`config.mk`:
```
export PLATFORM = sky130hd
export DESIGN_NAME = pipeline_hazard_controller_flat
export DESIGN_NICKNAME = d
export VERILOG_FILES = /design/src/rtl/pipeline_hazard_controller_pkg.sv /design/src/rtl/pipeline_hazard_controller_if.sv /design/src/rtl/pipeline_hazard_controller_perf_cnt.sv /design/src/rtl/pipeline_hazard_controller.sv /design/src/flat_wrapper.sv
export SDC_FILE = /design/constraint.sdc
export NUM_CORES = 1
export LEC_CHECK = 0
export BUFFER_PORTS_ARGS = -buffer_cell sky130_fd_sc_hd__buf_2
export CAP_MARGIN = 20
export CORE_AREA = 2 2 39 41
export DETAILED_ROUTE_END_ITERATION = 10
export DIE_AREA = 0 0 41 43
export PLACE_DENSITY = 0.39
export SKIP_CTS_REPAIR_TIMING = 1
export SLEW_MARGIN = 10
export SYNTH_ARGS = -nofsm -noshare
export SYNTH_HDL_FRONTEND = slang
export SYNTH_HIERARCHICAL = 1
export SYNTH_SLANG_ARGS = --single-unit
```
`constraint.sdc`:
```
create_clock -name clk -period 1.54 [get_ports clk]
set_input_delay 0.231 -clock clk [delete_from_list [all_inputs] [get_ports clk]]
set_output_delay 0.231 -clock clk [all_outputs]
set_load 0.01 [all_outputs]
```
`src/rtl/pipeline_hazard_controller_pkg.sv`:
```
// Shared types and ISA constants for the hazard scheduler.
// State encoding, opcode values, tag widths, load-use helper.
package pipeline_hazard_controller_pkg;

  localparam int REG_W = 4;
  localparam int OP_W  = 4;
  localparam int CNT_W = 16;

  localparam logic [OP_W-1:0] OP_LW  = 4'h8;
  localparam logic [OP_W-1:0] OP_BEQ = 4'hb;
  localparam logic [OP_W-1:0] OP_B   = 4'hc;
  localparam logic [OP_W-1:0] OP_BL  = 4'hd;
  localparam logic [OP_W-1:0] OP_BR  = 4'he;

  typedef enum logic {
    ST_IDLE  = 1'b0,
    ST_FLUSH = 1'b1
  } state_e;

  // Register 0 is hardwired, so it never creates a dependency.
  function automatic logic load_use_hit(
    input logic             mem_read,
    input logic [REG_W-1:0] rt_rd,
    input logic [REG_W-1:0] rs,
    input logic [REG_W-1:0] rt
  );
    return mem_read && (rt_rd != '0) &&
           ((rt_rd == rs) || (rt_rd == rt));
  endfunction

endpackage

```
`src/rtl/pipeline_hazard_controller_if.sv`:
```
// Hazard request / stage control bundle between pipeline and scheduler.
// master: pipeline side (drives requests); slave: scheduler side.
// Counter signals exist only when HAZARD_PERF_CNT_EN is defined.
interface pipeline_hazard_controller_if;
  logic       mem_wait;
  logic       EX_mem_read;
  logic [3:0] EX_rt_rd;
  logic [3:0] ID_rs;
  logic [3:0] ID_rt;
  logic       branch_req;
  logic       PC_write_en;
  logic       IF_ID_write_en;
  logic       ID_EX_write_en;
  logic       EX_MEM_write_en;
  logic       IF_ID_sync_nop;
  logic       ID_EX_sync_nop;
`ifdef HAZARD_PERF_CNT_EN
  logic [15:0] stall_cycles;
  logic [15:0] flush_cycles;
`endif

  modport master (
    output mem_wait, EX_mem_read, EX_rt_rd,
    output ID_rs, ID_rt, branch_req,
`ifdef HAZARD_PERF_CNT_EN
    input  stall_cycles, flush_cycles,
`endif
    input  PC_write_en, IF_ID_write_en,
    input  ID_EX_write_en, EX_MEM_write_en,
    input  IF_ID_sync_nop, ID_EX_sync_nop
  );

  modport slave (
    input  mem_wait, EX_mem_read, EX_rt_rd,
    input  ID_rs, ID_rt, branch_req,
`ifdef HAZARD_PERF_CNT_EN
    output stall_cycles, flush_cycles,
`endif
    output PC_write_en, IF_ID_write_en,
    output ID_EX_write_en, EX_MEM_write_en,
    output IF_ID_sync_nop, ID_EX_sync_nop
  );
endinterface

```
`src/rtl/pipeline_hazard_controller_perf_cnt.sv`:
```
// hazard_perf_counter: 16-bit saturating event counter.
// Ports: clk, i_clr (sync clear), i_en (count), o_count.
module hazard_perf_counter
  import pipeline_hazard_controller_pkg::*;
(
  input  logic             clk,
  input  logic             i_clr,
  input  logic             i_en,
  output logic [CNT_W-1:0] o_count
);

  logic [CNT_W-1:0] r_cnt;

  always_ff @(posedge clk) begin
    if (i_clr)
      r_cnt <= '0;
    else if (i_en && (r_cnt != '1))
      r_cnt <= r_cnt + 1'b1;
  end

  assign o_count = r_cnt;

endmodule

```
`src/rtl/pipeline_hazard_controller.sv`:
```
// Hazard scheduler: freeze > load-use bubble > 2-cycle branch flush.
// Ports: clk, rst_n (sync, active-low), hz (slave modport).
// HAZARD_PERF_CNT_EN adds stall/flush cycle counters.
module pipeline_hazard_controller
  import pipeline_hazard_controller_pkg::*;
(
  input  logic                          clk,
  input  logic                          rst_n,
  pipeline_hazard_controller_if.slave   hz
);

  state_e r_state;
  state_e w_next;

  logic w_load_use;
  logic w_pc_we;
  logic w_if_id_we;
  logic w_id_ex_we;
  logic w_ex_mem_we;
  logic w_if_id_nop;
  logic w_id_ex_nop;

  assign w_load_use = load_use_hit(hz.EX_mem_read,
                                   hz.EX_rt_rd,
                                   hz.ID_rs,
                                   hz.ID_rt);

  always_ff @(posedge clk) begin
    if (!rst_n)
      r_state <= ST_IDLE;
    else
      r_state <= w_next;
  end

  // Reset forces default controls so a pending
  // flush is dropped while rst_n is low.
  always_comb begin
    w_next      = r_state;
    w_pc_we     = 1'b1;
    w_if_id_we  = 1'b1;
    w_id_ex_we  = 1'b1;
    w_ex_mem_we = 1'b1;
    w_if_id_nop = 1'b0;
    w_id_ex_nop = 1'b0;
    if (!rst_n) begin
      w_next = ST_IDLE;
    end else if (hz.mem_wait) begin
      w_pc_we     = 1'b0;
      w_if_id_we  = 1'b0;
      w_id_ex_we  = 1'b0;
      w_ex_mem_we = 1'b0;
    end else if (r_state == ST_FLUSH) begin
      // ID holds a squashed slot: no interlock,
      // no new branch.
      w_if_id_nop = 1'b1;
      w_next      = ST_IDLE;
    end else if (w_load_use) begin
      w_pc_we     = 1'b0;
      w_if_id_we  = 1'b0;
      w_id_ex_nop = 1'b1;
    end else if (hz.branch_req) begin
      w_if_id_nop = 1'b1;
      w_next      = ST_FLUSH;
    end
  end

  assign hz.PC_write_en     = w_pc_we;
  assign hz.IF_ID_write_en  = w_if_id_we;
  assign hz.ID_EX_write_en  = w_id_ex_we;
  assign hz.EX_MEM_write_en = w_ex_mem_we;
  assign hz.IF_ID_sync_nop  = w_if_id_nop;
  assign hz.ID_EX_sync_nop  = w_id_ex_nop;

`ifdef HAZARD_PERF_CNT_EN
  hazard_perf_counter u_stall_cnt (
    .clk     (clk),
    .i_clr   (!rst_n),
    .i_en    (!w_pc_we),
    .o_count (hz.stall_cycles)
  );

  hazard_perf_counter u_flush_cnt (
    .clk     (clk),
    .i_clr   (!rst_n),
    .i_en    (w_if_id_nop),
    .o_count (hz.flush_cycles)
  );
`endif

endmodule

```
`src/flat_wrapper.sv`:
```
// flat-port wrapper written by rule: the top's interface ports become plain ports
module pipeline_hazard_controller_flat import pipeline_hazard_controller_pkg::*;
  (clk, rst_n, hz_mem_wait, hz_EX_mem_read, hz_EX_rt_rd, hz_ID_rs, hz_ID_rt, hz_branch_req, hz_PC_write_en, hz_IF_ID_write_en, hz_ID_EX_write_en, hz_EX_MEM_write_en, hz_IF_ID_sync_nop, hz_ID_EX_sync_nop);
  pipeline_hazard_controller_if hz_i ();
  input  logic clk;
  input  logic rst_n;
  input wire logic [$bits(hz_i.mem_wait)-1:0] hz_mem_wait;
  input wire logic [$bits(hz_i.EX_mem_read)-1:0] hz_EX_mem_read;
  input wire logic [$bits(hz_i.EX_rt_rd)-1:0] hz_EX_rt_rd;
  input wire logic [$bits(hz_i.ID_rs)-1:0] hz_ID_rs;
  input wire logic [$bits(hz_i.ID_rt)-1:0] hz_ID_rt;
  input wire logic [$bits(hz_i.branch_req)-1:0] hz_branch_req;
  output wire logic [$bits(hz_i.PC_write_en)-1:0] hz_PC_write_en;
  output wire logic [$bits(hz_i.IF_ID_write_en)-1:0] hz_IF_ID_write_en;
  output wire logic [$bits(hz_i.ID_EX_write_en)-1:0] hz_ID_EX_write_en;
  output wire logic [$bits(hz_i.EX_MEM_write_en)-1:0] hz_EX_MEM_write_en;
  output wire logic [$bits(hz_i.IF_ID_sync_nop)-1:0] hz_IF_ID_sync_nop;
  output wire logic [$bits(hz_i.ID_EX_sync_nop)-1:0] hz_ID_EX_sync_nop;
  assign hz_i.mem_wait = hz_mem_wait;
  assign hz_i.EX_mem_read = hz_EX_mem_read;
  assign hz_i.EX_rt_rd = hz_EX_rt_rd;
  assign hz_i.ID_rs = hz_ID_rs;
  assign hz_i.ID_rt = hz_ID_rt;
  assign hz_i.branch_req = hz_branch_req;
  assign hz_PC_write_en = hz_i.PC_write_en;
  assign hz_IF_ID_write_en = hz_i.IF_ID_write_en;
  assign hz_ID_EX_write_en = hz_i.ID_EX_write_en;
  assign hz_EX_MEM_write_en = hz_i.EX_MEM_write_en;
  assign hz_IF_ID_sync_nop = hz_i.IF_ID_sync_nop;
  assign hz_ID_EX_sync_nop = hz_i.ID_EX_sync_nop;
  pipeline_hazard_controller u_core (.clk(clk), .rst_n(rst_n), .hz(hz_i));
endmodule
```
### Word level (Yosys, flattened, before mapping)

Cells that the tools add are included.

| storage, ports and cells | value |
|---|---|
| register bits after elaboration | 1 |

| operators by class | value |
|---|---|
| mux-type cells | 16 |
| equality and inequality tests | 2 |
| reduce and logical (&&, ||, !) cells | 4 |

Operators with widths:

| kind | number |
|---|---|
| $mux 1 | 16 |
| $eq 4x4->1 | 2 |
| $reduce_bool 4->1 | 1 |
| $logic_and 1x1->1 | 2 |
| $logic_or 1x1->1 | 1 |

### Longest topological paths before layout

| depth | value |
|---|---|
| word-level depth | 7 |
| depth in mapped cells | 5 |
| mapped depth without buffers | 4 |

### Worst setup path after synthesis

OpenSTA, ideal clock, no wires.

| timing | value |
|---|---|
| path kind | in2out |
| start point | input port hz_EX_rt_rd[2] |
| end point | output port hz_PC_write_en |
| arrival time | 1.361 ns |
| stages on the path | 5 |
| path slack | -0.052 ns |
| cell sequence | xnor2_1 > nand4_1 > a2111oi_2 > o21ai_0 > buf_4 |

| between the ends | value |
|---|---|
| cells in the longest elaborated chain, start to end | 7 |

Ends and longest elaborated chain:

| item | line | text |
|---|---|---|
| from (decl) | flat_wrapper.sv:9 | `input wire logic [$bits(hz_i.EX_rt_rd)-1:0] hz_EX_rt_rd;` |
| $eq 4x4->1 / $reduce_bool 4->1 (equally long branches) | pipeline_hazard_controller_pkg.sv:28, pipeline_hazard_controller_pkg.sv:27 |  |
| $logic_or 1x1->1 / $logic_and 1x1->1 (equally long branches) | pipeline_hazard_controller_pkg.sv:28, pipeline_hazard_controller_pkg.sv:27 |  |
| $logic_and 1x1->1 (*) | pipeline_hazard_controller_pkg.sv:27 | `return mem_read && (rt_rd != '0) &&` |
| $mux 1 (*) (4 in series) | -- |  |
| to (decl) | flat_wrapper.sv:13 | `output wire logic [$bits(hz_i.PC_write_en)-1:0] hz_PC_write_en;` |

Every way passes the cells marked *; elsewhere a longest branch is shown, timed or not.

### Worst setup path in the final report

| timing | value |
|---|---|
| start point | input port hz_EX_rt_rd[3] |
| end point | output port hz_IF_ID_sync_nop |

| between the ends | value |
|---|---|
| cells in the longest elaborated chain, start to end | 7 |

Ends and longest elaborated chain:

| item | line | text |
|---|---|---|
| $eq 4x4->1 / $reduce_bool 4->1 (equally long branches) | pipeline_hazard_controller_pkg.sv:28, pipeline_hazard_controller_pkg.sv:27 |  |
| $logic_or 1x1->1 / $logic_and 1x1->1 (equally long branches) | pipeline_hazard_controller_pkg.sv:28, pipeline_hazard_controller_pkg.sv:27 |  |
| $logic_and 1x1->1 (*) | pipeline_hazard_controller_pkg.sv:27 |  |
| $mux 1 (*) | pipeline_hazard_controller.sv:57 | `end else if (w_load_use) begin` |
| $mux 1 (*) | pipeline_hazard_controller.sv:52 | `end else if (r_state == ST_FLUSH) begin` |
| $mux 1 (*) | pipeline_hazard_controller.sv:47 | `end else if (hz.mem_wait) begin` |
| $mux 1 (*) | pipeline_hazard_controller.sv:45 | `if (!rst_n) begin` |
| to (decl) | flat_wrapper.sv:17 | `output wire logic [$bits(hz_i.IF_ID_sync_nop)-1:0] hz_IF_ID_sync_nop;` |

Marks and branches as above.

==> impl_metrics.py <==
metrics = {
    "status": {
        "status": "finished with violations",
        "violations": "negative setup slack",
    },
    "final_layout": {
        "post-route-util": 0.308,
        "final_design_area_no_fill_sq_um": 427,
        "largestRegisters": "u_core/r_state x1",
        "layout-drive-gt1-share": 0.717,
        "largest_reg_flops": 1,
        "syn2layout_area_growth_pct": 113,
        "regMostFlops": "u_core/r_state",
        "multi_input_area_sq_um": 213,
        "finalNonFillerCells": 62,
        "nets": 65,
        "num_antenna_cells": 0,
        "regArea_sq_um": 20.0,
        "fillers": 150,
    },
    "global_route": {
        "grt-ovfl-total": 0,
        "antenna_found_initial": 0,
        "grt_max_degree": 7,
        "grt_pass1_wl_microns": 821,
        "grt_pass1_vias": 247,
        "grt_usage": 0.0601,
    },
    "die": {
        "dieWidth_microns": 41,
        "die_height_microns": 43,
        "core_area_sq_mm": 0.00138,
        "row_count": 14,
        "die-area_sq_mm": 0.00176,
        "pin_count": 23,
        "start_util": 0.145,
    },
    "yosys": {
        "syn_inst": 24,
        "synthesis.nets": 41,
        "synth_area_per_cell_sq_um": 8.34,
        "yosysTopAreaCell": "xnor2_1",
        "yosys_warnings": 6,
        "ys_types": 15,
        "yosys_register_bits": 1,
        "synth_top_area_share": 0.306,
        "synthTopCellsByArea": "xnor2_1 31%, dfxtp_1 10%, xnor2_2 8.1%, a2111oi_2 7.5%, buf_4 7.5%",
        "synth_seq_area_share": 0.100,
        "netlist_area_sq_um": 200,
    },
    "pwr": {
        "peakVddDrop_uv": 172,
        "power.density_mw_per_mm2": 329,
        "p_leak_nw": 0.204,
    },
    "worst_hold_path": {
        "holdCritPathClass": "in2reg",
    },
    "placed_design": {
        "dp_slack_ns": -0.142,
        "gp_congestion": 0.604,
        "placed_cell_area_sq_um": 323,
        "port_buffers": 22,
        "dp.cells": 61,
    },
    "route": {
        "wl_per_cell_microns": 10.4,
        "antenna_left": 0,
        "route.detailed.drc": 0,
        "num_vias": 267,
        "finalWirelength_microns": 643,
        "avgViaCountPerCell": 4.31,
        "drtPass1Iterations": 1,
        "drtIter0Drc": 0,
    },
    "timing": {
        "period_minus_slack_ns": 1.67,
        "max_freq_mhz": 597,
        "drv_slew": 0,
        "worst_slew_pin_slew_ns": 0.274,
        "slew_headroom": 0.817,
        "setup_viol": 4,
        "min_period_over_period": 1.09,
        "holdWs_ns": 0.536,
        "fin_ws_ns": -0.134,
        "hold_viol": 0,
        "rsz0062_at_grt": "true",
        "skew_ns": 0,
    },
    "clocking": {
        "clock_latency_ns": 0,
        "cts.reportedPaths.clkPinSlew_ns": 0,
    },
    "setup_path": {
        "crit_path_end_kind": "output port",
        "crit_type": "in2out",
        "critPathLaunchType": "input port",
        "cp_max_fo": 4,
        "worstPathArrival_ns": 1.44,
        "cp.required_ns": 1.31,
    },
    "run": {
        "drv_cap": 0,
    },
}
-- per-stage QoR --
| step | total power, mW | TNS [ns] |
|---|---|---|
| 6_report | 0.140 | -0.417 |
| 3_3_place_gp | 0.110 | -0.411 |
| 3_5_place_dp | 0.109 | -0.357 |
| 2_1_floorplan | 0.0719 | 0 |
| 4_1_cts | 0.110 | -0.395 |
| 5_1_grt | 0.150 | -0.827 |
-- worst paths after layout --
check | from | endpoint | slack (ns) | cells past startpoint
setup / recovery | hz_EX_rt_rd[3] | hz_IF_ID_sync_nop | -0.13 | 8
hold reg to reg | u_core/r_state | u_core/r_state | 0.56 | 2
setup reg to reg | u_core/r_state | u_core/r_state | 0.66 | 3
hold / removal | rst_n | u_core/r_state | 0.54 | 2
-- layout make-up --
cell class,count,share of cell area
repair buffers,24,0.399
flip-flops and latches,1,0.0469
multi-input cells,20,0.499
inverters,1,0.00880
well taps,16,0.0469
-- placed cells by master, fill, tap and decap left out, types with 2 or more instances in the layout --
master,n
xnor2_2,7
nand4_1,2
buf_8,2
buf_4,2
buf_6,4
buf_2,16
nor3b_1,2
-- cell usage after synthesis --
cell type	count
nor3b_1	2
a2111oi_2	1
xnor2_1	7
nor2_1	1
dfxtp_1	1
and3b_1	1
nor4b_1	1
a21oi_1	1
nor4_1	1
nand4_1	2
buf_4	2
xnor2_2	1
nand2_1	1
inv_1	1
o21ai_0	1
-- layer usage --
metal  up-vias  global-route usage  share of wire
met5         -                   0              0
met1       114              0.0863           0.33
met2        22               0.100           0.49
li1        131                   -              -
met4         0                   0              0
met3         0             0.00524           0.18
-- critical path, cell delays in order --
cell and delay, ns:
buf_8 0.11, xnor2_2 0.14, nand4_1 0.13, a2111oi_2 0.38
buf_4 0.18, buf_4 0.10, nor4b_1 0.04, buf_2 0.13
-- where the power goes --
group | total (mW) | switching, mW | internal, mW
Sequential | 0.0299 | 0.00184 | 0.0281
Combinational | 0.110 | 0.0432 | 0.0672
Clock | 0 | 0 | 0
-- cells by family after synthesis --
group                  Yosys count  share of synthesized area
AND/OR/NAND/NOR                  9                      0.294
XOR/XNOR                         8                      0.388
AO/OA/AOI/OAI                    3                      0.125
buffers and inverters            3                     0.0937
flip-flops                       1                      0.100
Power figures use the tool's default switching activity.
